===== src/rtl/mio_arb_pkg.sv =====
// Shared types and constants for the two-master memory/IO bus arbiter.
package mio_arb_pkg;

  typedef enum logic [1:0] {
    IDLE  = 2'd0,
    SERVE = 2'd1,
    RESP  = 2'd2
  } state_t;

  localparam logic [1:0] OWN_NONE = 2'b00;
  localparam logic [1:0] OWN_CPU  = 2'b01;
  localparam logic [1:0] OWN_DMA  = 2'b10;

  // Wide enough for any supported DATA_W; the top slices what it needs.
  localparam logic [63:0] TIMEOUT_DATA = '1;

endpackage


===== src/rtl/mio_arb_watchdog.sv =====
// Counts SERVE cycles without a slave ack; expire marks the TIMEOUT-th such cycle.
module mio_arb_watchdog #(
  parameter int TIMEOUT = 255
) (
  input  logic clk,
  input  logic reset,
  input  logic clear,
  input  logic enable,
  output logic expire
);

  localparam int CW = $clog2(TIMEOUT + 1);
  localparam logic [CW-1:0] LAST = CW'(TIMEOUT - 1);

  logic [CW-1:0] count;

  always_ff @(posedge clk or negedge reset) begin
    if (!reset) begin
      count <= '0;
    end else if (clear) begin
      count <= '0;
    end else if (enable && (count != LAST)) begin
      count <= count + CW'(1);
    end
  end

  // Combinational so the FSM leaves SERVE right after the TIMEOUT-th cycle.
  assign expire = enable && (count == LAST);

endmodule


===== src/rtl/mio_bus_arbiter.sv =====
// Round-robin arbiter sharing one memory/IO bus between the CPU and a DMA master.
// All outputs are registered; a slave that never acks is aborted by the watchdog.
module mio_bus_arbiter
  import mio_arb_pkg::*;
#(
  parameter int ADDR_W  = 32,
  parameter int DATA_W  = 32,
  parameter int TIMEOUT = 255
) (
  input  logic              clk,
  input  logic              reset,
  input  logic              cpu_req,
  input  logic              cpu_we,
  input  logic [ADDR_W-1:0] cpu_addr,
  input  logic [DATA_W-1:0] cpu_wdata,
  output logic [DATA_W-1:0] cpu_rdata,
  output logic              cpu_ready,
  input  logic              dma_req,
  input  logic              dma_we,
  input  logic [ADDR_W-1:0] dma_addr,
  input  logic [DATA_W-1:0] dma_wdata,
  output logic [DATA_W-1:0] dma_rdata,
  output logic              dma_ready,
  output logic              bus_req,
  output logic              bus_we,
  output logic [ADDR_W-1:0] bus_addr,
  output logic [DATA_W-1:0] bus_wdata,
  input  logic [DATA_W-1:0] bus_rdata,
  input  logic              bus_ack,
  output logic [1:0]        owner,
  output logic              timeout,
  output logic              err_flag
);

  localparam logic [DATA_W-1:0] TO_DATA = TIMEOUT_DATA[DATA_W-1:0];

  state_t            state_q, state_d;
  logic [1:0]        owner_q, owner_d;
  logic              bus_req_q, bus_req_d;
  logic              bus_we_q, bus_we_d;
  logic [ADDR_W-1:0] bus_addr_q, bus_addr_d;
  logic [DATA_W-1:0] bus_wdata_q, bus_wdata_d;
  logic [DATA_W-1:0] cpu_rdata_q, cpu_rdata_d;
  logic [DATA_W-1:0] dma_rdata_q, dma_rdata_d;
  logic              cpu_ready_q, cpu_ready_d;
  logic              dma_ready_q, dma_ready_d;
  logic              timeout_q, timeout_d;
  logic              err_q, err_d;
  logic              last_dma_q, last_dma_d;
  logic              grant_dma;
  logic [DATA_W-1:0] rd_val;
  logic              wd_clear, wd_en, wd_expire;

  mio_arb_watchdog #(
    .TIMEOUT (TIMEOUT)
  ) u_watchdog (
    .clk    (clk),
    .reset  (reset),
    .clear  (wd_clear),
    .enable (wd_en),
    .expire (wd_expire)
  );

  always_ff @(posedge clk or negedge reset) begin
    if (!reset) begin
      state_q     <= IDLE;
      owner_q     <= OWN_NONE;
      bus_req_q   <= 1'b0;
      bus_we_q    <= 1'b0;
      bus_addr_q  <= '0;
      bus_wdata_q <= '0;
      cpu_rdata_q <= '0;
      dma_rdata_q <= '0;
      cpu_ready_q <= 1'b0;
      dma_ready_q <= 1'b0;
      timeout_q   <= 1'b0;
      err_q       <= 1'b0;
      last_dma_q  <= 1'b1;
    end else begin
      state_q     <= state_d;
      owner_q     <= owner_d;
      bus_req_q   <= bus_req_d;
      bus_we_q    <= bus_we_d;
      bus_addr_q  <= bus_addr_d;
      bus_wdata_q <= bus_wdata_d;
      cpu_rdata_q <= cpu_rdata_d;
      dma_rdata_q <= dma_rdata_d;
      cpu_ready_q <= cpu_ready_d;
      dma_ready_q <= dma_ready_d;
      timeout_q   <= timeout_d;
      err_q       <= err_d;
      last_dma_q  <= last_dma_d;
    end
  end

  always_comb begin
    state_d     = state_q;
    owner_d     = owner_q;
    bus_req_d   = bus_req_q;
    bus_we_d    = bus_we_q;
    bus_addr_d  = bus_addr_q;
    bus_wdata_d = bus_wdata_q;
    cpu_rdata_d = cpu_rdata_q;
    dma_rdata_d = dma_rdata_q;
    cpu_ready_d = 1'b0;
    dma_ready_d = 1'b0;
    timeout_d   = 1'b0;
    err_d       = err_q;
    last_dma_d  = last_dma_q;
    wd_clear    = 1'b0;
    wd_en       = 1'b0;
    rd_val      = bus_ack ? bus_rdata : TO_DATA;
    // DMA wins when alone, or on a tie when the CPU was served last.
    grant_dma   = dma_req && (!cpu_req || !last_dma_q);

    unique case (state_q)
      IDLE: begin
        if (cpu_req || dma_req) begin
          state_d     = SERVE;
          owner_d     = grant_dma ? OWN_DMA : OWN_CPU;
          bus_req_d   = 1'b1;
          bus_we_d    = grant_dma ? dma_we : cpu_we;
          bus_addr_d  = grant_dma ? dma_addr : cpu_addr;
          bus_wdata_d = grant_dma ? dma_wdata : cpu_wdata;
          wd_clear    = 1'b1;
        end
      end
      SERVE: begin
        wd_en = 1'b1;
        if (bus_ack || wd_expire) begin
          state_d     = RESP;
          bus_req_d   = 1'b0;
          cpu_ready_d = (owner_q == OWN_CPU);
          dma_ready_d = (owner_q == OWN_DMA);
          // An aborted transaction still counts as a turn, so a dead slave cannot starve the peer.
          last_dma_d  = (owner_q == OWN_DMA);
          if (!bus_ack) begin
            timeout_d = 1'b1;
            err_d     = 1'b1;
          end
          if (!bus_we_q) begin
            if (owner_q == OWN_DMA) dma_rdata_d = rd_val;
            else                    cpu_rdata_d = rd_val;
          end
        end
      end
      RESP: begin
        state_d = IDLE;
        owner_d = OWN_NONE;
      end
      default: begin
        state_d = IDLE;
        owner_d = OWN_NONE;
      end
    endcase
  end

  assign cpu_rdata = cpu_rdata_q;
  assign cpu_ready = cpu_ready_q;
  assign dma_rdata = dma_rdata_q;
  assign dma_ready = dma_ready_q;
  assign bus_req   = bus_req_q;
  assign bus_we    = bus_we_q;
  assign bus_addr  = bus_addr_q;
  assign bus_wdata = bus_wdata_q;
  assign owner     = owner_q;
  assign timeout   = timeout_q;
  assign err_flag  = err_q;

endmodule

===== config.mk =====
export PLATFORM = sky130hd
export DESIGN_NAME = mio_bus_arbiter
export DESIGN_NICKNAME = d
export VERILOG_FILES = /design/src/rtl/mio_arb_pkg.sv /design/src/rtl/mio_arb_watchdog.sv /design/src/rtl/mio_bus_arbiter.sv
export SDC_FILE = /design/constraint.sdc
export NUM_CORES = 1
export LEC_CHECK = 0
export ABC_AREA = 1
export CORE_MARGIN = 5
export CORE_UTILIZATION = 42
export CTS_CLUSTER_SIZE = 20
export DETAILED_ROUTE_END_ITERATION = 16
export PLACE_DENSITY = 0.81
export SYNTH_ARGS = -nofsm -noshare
export SYNTH_HDL_FRONTEND = slang
export SYNTH_SLANG_ARGS = --single-unit

===== constraint.sdc =====
create_clock -name clk -period 2.05 [get_ports clk]
set_clock_uncertainty 0.05 [all_clocks]
set_input_delay 0.41 -clock clk [delete_from_list [all_inputs] [get_ports clk]]
set_output_delay 0.41 -clock clk [all_outputs]
set_load 0.05 [all_outputs]

# Word level (Yosys, flattened, before mapping)

Cells that the tools add are included.

Equal/unequal tests: 7
Reductions and logical operators: 19
Multiplexer cells: 25
Add/sub/neg operators: 1
Bitwise logic cells: 4

Operator list:

| kind                                                                  | number |
|---|---|
| 32-bit 2-to-1 mux                                                     | 3 |
| 8-bit 2-to-1 mux                                                      | 2 |
| 1-bit 2-to-1 mux                                                      | 13 |
| 8-bit by 1-bit adder with 8-bit output, second input constant         | 1 |
| 8-bit equality test, second input constant                            | 1 |
| 2-bit 2-to-1 mux                                                      | 4 |
| 8-bit != test, second input constant                                  | 1 |
| 2-bit one-hot mux with 2 select lines                                 | 2 |
| 2-bit AND reduction                                                   | 4 |
| 4-bit AND reduction                                                   | 2 |
| 3-bit AND reduction                                                   | 2 |
| 2-bit by 1-bit equality test with 1-bit output, second input constant | 2 |
| 2-bit != test, second input constant                                  | 2 |
| 1-bit inverter                                                        | 4 |
| 2-bit nonzero test                                                    | 2 |
| 1-bit logical AND                                                     | 3 |
| 1-bit logical OR                                                      | 3 |
| 2-bit equality test, second input constant                            | 1 |
| 1-bit logical NOT                                                     | 2 |
| 2-bit logical NOT                                                     | 1 |
| 1-bit one-hot mux with 2 select lines                                 | 1 |

Output and inout port bits: 136
Register bits after elaboration: 147
Logic and storage cells: 70
Input port bits: 167

# Depth between registers and ports, before layout

Gate-level depths: netlist (run 1).

Depth in word-level cells: 6
Depth in mapped cells: 10
Mapped depth without buffers: 10

# Cells and area by module

From an unflattened synthesis (run 1), not the netlist that was laid out.

Cells, all modules: 955
Area total of the unflattened synthesis: 7259.5 sq um

By module, submodules not included:

| module           | times used | seq. area each (sq um) | area an instance (sq um) | cells each |
|---|---|---|---|---|
| mio_bus_arbiter  | 1          | 3479.6                 | 6737.7                   | 883 |
| mio_arb_watchdog | 1          | 200.2                  | 521.8                    | 72 |

# Worst setup path after synthesis (run 1)

Ideal clock, no wire load.

Path type: flip-flop to flip-flop
Start: register owner_q[1], in the netlist owner[1]
End: register dma_rdata_q[10], in the netlist dma_rdata[10]
Required time: 1881 ps
Path slack: 374 ps
Cell stages (with the launch flop): 7
Library setup time: 119 ps
Buffers on the path: 1
Arrival time: 1507 ps
Clock period less this slack: 1676 ps
Path through: dfrtp_1 > nand2_1 > nor3_2 > nand3_4 > buf_6 > nand2_1 > nand2_1

Longest elaborated chain between the ends: 2

RTL lines:

| item                          | RTL line               | source |
|---|---|---|
| start, declared               | mio_bus_arbiter.sv:38  | `logic [1:0] owner_q, owner_d;` |
| start signal, assigned        | mio_bus_arbiter.sv:81  | `owner_q <= owner_d;` |
| 2-bit equality test           | mio_bus_arbiter.sv:142 | `if (owner_q == OWN_DMA) dma_rdata_d = rd_val;` |
| 4-bit AND reduction (no line) | -                      |  |
| end signal, assigned          | mio_bus_arbiter.sv:87  | `dma_rdata_q <= dma_rdata_d;` |
| end, declared                 | mio_bus_arbiter.sv:44  | `logic [DATA_W-1:0] dma_rdata_q, dma_rdata_d;` |

Every way passes these cells.
A chain may end at the register's enable or synchronous reset.

# Worst setup path in the final report (run 1)

Start: register bus_we_q, in the netlist bus_we
End: output bus_we

RTL lines:

| item                   | RTL line              | source |
|---|---|---|
| start, declared        | mio_bus_arbiter.sv:40 | `logic bus_we_q, bus_we_d;` |
| start signal, assigned | mio_bus_arbiter.sv:83 | `bus_we_q <= bus_we_d;` |
| end, declared          | mio_bus_arbiter.sv:25 | `output logic bus_we,` |

No word-level cell between the ends.

==> results of run 1 <==
[flip-flops by register name, indices dropped and copies added (netlist names)]
signal	count
cpu_rdata	32
timeout	1
owner	2
dma_ready	1
last_dma_q	1
u_watchdog.count	8
bus_wdata	32
bus_addr	32
err_flag	1
cpu_ready	1
bus_we	1
bus_req	1
state_q	2
dma_rdata	32
[layout make-up]
cell class | count | area, um^2
diodes | 1 | 2.50
clock inverters | 14 | 161
fillers | 1241 | 4910
clock buffers | 18 | 429
repair buffers | 324 | 3170
well taps | 211 | 264
multi-input cells | 532 | 2510
flip-flops and latches | 147 | 3680
inverters | 50 | 188
[worst min-delay path: cells and delay by family (launching register included)]
family,cells,cell delay (ns)
AND/OR/NAND/NOR,2,0.09
flip-flops,1,0.34
[power groups by stage]
| stage | registers (uW) | logic [uW] | clock network [uW] |
|---|---|---|---|
| final | 5040 | 10200 | 3120 |
| after global placement | 5070 | 10700 | 0 |
| after floorplan | 9480 | 2560 | 0 |
| after global routing | 5230 | 10800 | 3310 |
| after detailed placement | 5080 | 10900 | 0 |
| after CTS | 5040 | 10200 | 3180 |
[Yosys cell counts]
cell type  instances  area share
buf_4              9       0.010
buf_6              9       0.015
clkbuf_1          12      0.0068
o22ai_1            2      0.0019
nand2_2            4      0.0038
dfrtp_1          146        0.55
o211ai_1           1      0.0011
nor2_4             2      0.0034
or2_2              1     0.00095
nand4_1           35       0.033
inv_2              4      0.0023
nand3_4            2      0.0053
buf_2             11      0.0083
o21ai_0            6      0.0046
inv_1             44       0.025
nor3_2             1      0.0015
nand3_1           73       0.055
o21bai_1           1      0.0011
nand2_1          318        0.18
nor2_1            41       0.023
nor2_2             3      0.0028
a21oi_1            2      0.0015
clkinv_1           2      0.0011
o21ai_2           32       0.043
nor3_1             1     0.00076
ha_1               2      0.0038
xor2_1             3      0.0040
dfstp_2            1      0.0040
buf_1              1     0.00057
[cells by family after synthesis]
kind of cell / count (synthesis) / synth area share
AO/OA/AOI/OAI: 44 / 0.0528
buffers and inverters: 92 / 0.0698
adder cells (fa/ha/maj): 2 / 0.00379
AND/OR/NAND/NOR: 481 / 0.312
XOR/XNOR: 3 / 0.00399
flip-flops: 147 / 0.558
[metrics by stage]
stage / cell area [um^2] / util / cells / power, uW / hold WS [ns]
floorplan: 6590 / - / 769 / 12000 / 0.0644
global placement: 9850 / 0.643 / 1261 / 15800 / 0.319
detailed placement: 9850 / 0.643 / 1261 / 15900 / 0.320
CTS: 10300 / 0.674 / 1294 / 18400 / 0.421
global route: 10400 / 0.679 / 1297 / 19300 / 0.438
finish: 10400 / 0.679 / 1297 / 18300 / 0.419
[placed cells by master (no fill, tap or decap), types with 2 or more instances in the layout]
cell type        netlist  layout
nand2_1              318     318
clkdlybuf4s50_1        0     165
dfrtp_1              146     146
dlygate4sd2_1          0      99
nand3_1               73      73
inv_1                 44      44
nor2_1                41      40
nand4_1               35      35
buf_4                  9      35
o21ai_2               32      32
clkbuf_16              0      17
dlymetal6s2s_1         0      13
buf_12                 0      10
o21ai_0                6       6
clkinv_2               0       6
nor2_4                 2       4
inv_2                  4       4
nand3_4                2       4
nand2_2                4       3
xor2_1                 3       3
bufinv_16              0       3
clkinv_1               2       2
nor2_2                 3       2
a21oi_1                2       2
o22ai_1                2       2
ha_1                   2       2
clkinvlp_4             0       2
clkinv_4               0       2
[worst paths after layout]
kind                                 end  slack, ns  cells after the start
setup / recovery                  bus_we       0.24                      1
hold reg to reg            dma_rdata[19]       0.42                      2
hold / removal             dma_rdata[19]       0.42                      2
max in group asynchronous     last_dma_q       0.92                      3
min in group asynchronous  cpu_rdata[21]       0.43                      2
setup reg to reg           dma_rdata[16]       0.27                      9
[timing repair]
item                                    in CTS  in global routing
gates resized for setup                     99                 16
endpoints found under the setup margin      99                 45
hold buffers                                 1                  0
hold endpoints to repair                    41                  0
buffers inserted                             0                  0
gates cloned                                 0                  2
[per-layer routing]
layer | share of wire | GRT usage
met5 | 0 | 0
met4 | 0.020 | 0.0795
met3 | 0.095 | 0.0892
met2 | 0.50 | 0.389
met1 | 0.38 | 0.282
==> flow_summary.json, run 1 <==
{
  "clockBufferDepth": 2,
  "io_pins": 303,
  "swShare": 0.511,
  "htreeDepth": 4,
  "power.net_switching_uw": 9360,
  "cap_violations": 0,
  "grt_max_degree": 66,
  "cp.required_ns": 1.59,
  "p_clk_frac": 0.170,
  "leakagePower_uw": 0.00524,
  "grt_overflow": 0,
  "yosysWarningCount": 0,
  "syn-num-nets": 938,
  "crit_start": "bus_we",
  "cts_tree": "built",
  "numClockSinks": 147,
  "viasPerCell": 4.91,
  "numPortBuffers": 302,
  "grt.total_usage": 0.235,
  "wirelength_um": 21700,
  "r2r_start": "u_watchdog.count[0]",
  "fmax_mhz": 553,
  "fin_nets": 1241,
  "grt_antenna_before_repair": 1,
  "drive_above_1_share": 0.120,
  "maxSlewHeadroom": 0.635,
  "synth.distinct_cells": 29,
  "fp-row-count": 45,
  "fin_crit_ns": 1.81,
  "holdCritPathClass": "reg -> reg",
  "cts_made_buffers": 17,
  "crit_type": "reg -> out",
  "tightestPinTransition_ns": 0.546,
  "ys_seq_area_frac": 0.558,
  "antenna_left": 0,
  "arrival_ns": 1.35,
  "insertion_delay_ns": 0.42,
  "cp_max_fo": 3,
  "syn_avg_cell_area_um2": 8.57,
  "p_seq_frac": 0.275,
  "cp_top_family": "buffers and inverters",
  "setup-tns-final_ns": 0,
  "fin_crit_sh": 0.882,
  "avgRoutedWirePerCell_um": 16.8,
  "setup_viol": 0,
  "endpoint_kind": "output pin",
  "core_um2": 15300,
  "cts-root-buf": "clkbuf_16",
  "critPathSlowestCell": "dlygate4sd2_1",
  "globalplace.congestion": 0.864,
  "peakVddDrop_uv": 947,
  "worst-path-buf-inv": 1,
  "firstDrtPassIters": 5,
  "vias": 6373,
  "syn2layout_area_growth_pct": 57.8,
  "synthCells": 769,
  "rsz0062_at_grt": "false",
  "start_util": 0.431,
  "hpwl_um": 15800,
  "path_cells": "dlygate4sd2_1",
  "cts.reportedPaths.clkPinSlew_ns": 0.06,
  "dp_slack_ns": 0.0411,
  "p_int_uw": 8960,
  "drc": 0,
  "hold_viol": 0,
  "slew_viol_final": 0,
  "syn_area_um2": 6590,
  "min-delay-start": "dma_rdata[19]",
  "combPwrFrac": 0.554,
  "die_w_um": 135,
  "drt_iter0_markers": 349,
  "start_kind": "flop",
  "ys_ff_latch": 147,
  "grt_pass1_vias": 6344,
  "setup_slack_ns": 0.241,
  "slowest_delay_ns": 0.55,
  "die_y_um": 135,
  "dieArea_um2": 18300,
  "status": "finished clean",
  "power_density_nw_per_um2": 1760,
  "grt_pass1_wl_um": 33600
}
Note: power is estimated with default switching activity, not from simulation.
==> inputs of run 2 (changes only) <==
--- a/config.mk
+++ b/config.mk
@@ -7,10 +7,10 @@
 export LEC_CHECK = 0
 export ABC_AREA = 1
 export CORE_MARGIN = 5
-export CORE_UTILIZATION = 42
+export CORE_UTILIZATION = 35
 export CTS_CLUSTER_SIZE = 20
 export DETAILED_ROUTE_END_ITERATION = 16
-export PLACE_DENSITY = 0.81
+export PLACE_DENSITY = 0.7
 export SYNTH_ARGS = -nofsm -noshare
 export SYNTH_HDL_FRONTEND = slang
 export SYNTH_SLANG_ARGS = --single-unit
==> run 2 against run 1 <==
Count of clock-buffer cells in the layout increased by 2. Sequential share of layout area increased by 0.10 points. Highest routed layer unchanged. Worst hold slack got worse by 0.00079 ns. Sequential power about the same. Die area increased by 18%. Non-clock buffer count unchanged. Setup slack got worse by 0.20 ns. Global-route usage decreased by 3.7 points. Final cell count increased by 1.7%. Clock power decreased by 2%. Core utilization decreased by 12 points. Final area decreased by 0.29%.
==> flow_summary.json, run 2 (synthesized netlist as in run 1, its figures left out) <==
{
  "status": "finished clean",
  "die_w_um": 147,
  "start_kind": "flop",
  "firstDrtPassIters": 5,
  "numClockSinks": 147,
  "peakVddDrop_uv": 898,
  "drive_above_1_share": 0.125,
  "final-seq-area_um2": 3680,
  "syn2layout_area_growth_pct": 57.3,
  "utilization": 0.556,
  "htreeDepth": 4,
  "cap_violations": 0,
  "core_um2": 18600,
  "maxSlewHeadroom": 0.634,
  "path_cells": "clkdlybuf4s50_1",
  "endpoint_kind": "output pin",
  "viasPerCell": 4.74,
  "n_fill_cell": 1728,
  "grt_pass1_vias": 6290,
  "cts_tree": "built",
  "dieArea_um2": 21700,
  "wirelength_um": 21800,
  "cts_setup_buffers": 0,
  "vias": 6252,
  "start_util": 0.354,
  "grt_antenna_before_repair": 1,
  "critPathSlowestCell": "clkdlybuf4s50_1",
  "crit_type": "reg -> out",
  "clockBufferDepth": 2,
  "final_cell_mix": "nand2_1 (318), clkdlybuf4s50_1 (166), dfrtp_1 (146)",
  "hold_viol": 0,
  "avgRoutedWirePerCell_um": 16.6,
  "cp_max_fo": 2,
  "setup-tns-final_ns": 0,
  "cp.required_ns": 1.59,
  "setup_viol": 0,
  "leakagePower_uw": 0.00518,
  "hpwl_um": 16000,
  "cp_top_family": "buffers and inverters",
  "grt.total_usage": 0.198,
  "slew_viol_final": 0,
  "power_density_nw_per_um2": 1760,
  "fin_crit_ns": 2.01,
  "rsz0062_at_grt": "false",
  "final_common_cell": "nand2_1",
  "fmax_mhz": 497,
  "antenna_left": 0,
  "fin_nets": 1240,
  "arrival_ns": 1.55,
  "fin_crit_sh": 0.982,
  "globalplace.congestion": 0.812,
  "grt_pass1_wl_um": 34100,
  "drc": 0,
  "multi_input_area_um2": 2490,
  "worst-path-buf-inv": 1,
  "slowest_delay_ns": 0.80,
  "grt_max_degree": 65,
  "io_pins": 303,
  "holdCritPathClass": "reg -> reg",
  "cts_made_buffers": 17,
  "die_y_um": 147,
  "cts.reportedPaths.clkPinSlew_ns": 0.06,
  "fp-row-count": 50,
  "tightestPinTransition_ns": 0.551,
  "insertion_delay_ns": 0.41,
  "drt_iter0_markers": 301,
  "grt_overflow": 0,
  "cts-root-buf": "clkbuf_16",
  "numPortBuffers": 302
}
## run 2: final cells by class
cell class | instances | share of cell area
flip-flops and latches | 147 | 0.355
clock buffers | 20 | 0.0431
inverters | 50 | 0.0181
diodes | 1 | 0.000241
clock inverters | 12 | 0.0127
multi-input cells | 531 | 0.240
well taps | 234 | 0.0282
repair buffers | 324 | 0.303
## run 2: worst paths after layout
path,start,endpoint,slack [ns],depth (start not counted)
worst max-delay path,cpu_rdata[10],cpu_rdata[10],0.04,1
worst min-delay path,dma_rdata[7],dma_rdata[7],0.42,2
min in group asynchronous,reset,dma_rdata[22],0.48,2
worst max register to register,u_watchdog.count[0],dma_rdata[18],0.20,9
worst min register to register,dma_rdata[7],dma_rdata[7],0.42,2
max in group asynchronous,reset,last_dma_q,0.84,3
## run 2: per-stage QoR
| step | total power, uW | area [um^2] | std cells | worst slack (ns) | hold slack, ns |
|---|---|---|---|---|---|
| after global routing | 19300 | 10400 | 1319 | 0.00187 | 0.446 |
| after floorplan | 12000 | 6590 | 769 | 0.374 | 0.0644 |
| after CTS | 18400 | 10300 | 1317 | 0.000149 | 0.418 |
| final | 18300 | 10400 | 1319 | 0.0369 | 0.418 |
| after global placement | 15900 | 9850 | 1284 | 0.0650 | 0.346 |
| after detailed placement | 15900 | 9850 | 1284 | 0.0187 | 0.349 |
## run 2: report_power, final
group	total [uW]	internal (uW)	switching (uW)	leakage (uW)
logic	10200	2810	7340	0.00309
registers	5050	4270	784	0.00182
clock network	3070	1830	1240	0.000273
total	18300	8900	9370	0.00518
## run 2: layer usage
| metal | track usage | wire length, um | vias to the layer above |
|---|---|---|---|
| met5 | 0 | 0 | - |
| met4 | 0.0657 | 429 | 0 |
| met3 | 0.0783 | 2270 | 29 |
| met2 | 0.327 | 10500 | 245 |
| met1 | 0.237 | 8640 | 2914 |
| li1 | - | - | 3064 |
## run 2: timing repair
| item | 4_1_cts | 5_1_grt |
|---|---|---|
| cloned | 0 | 1 |
| endpoints found under the setup margin | 93 | 41 |
| hold buffers | 1 | 0 |
| resized for setup | 93 | 13 |
| pin swaps | 0 | 1 |
| endpoints found under the hold margin | 44 | 0 |
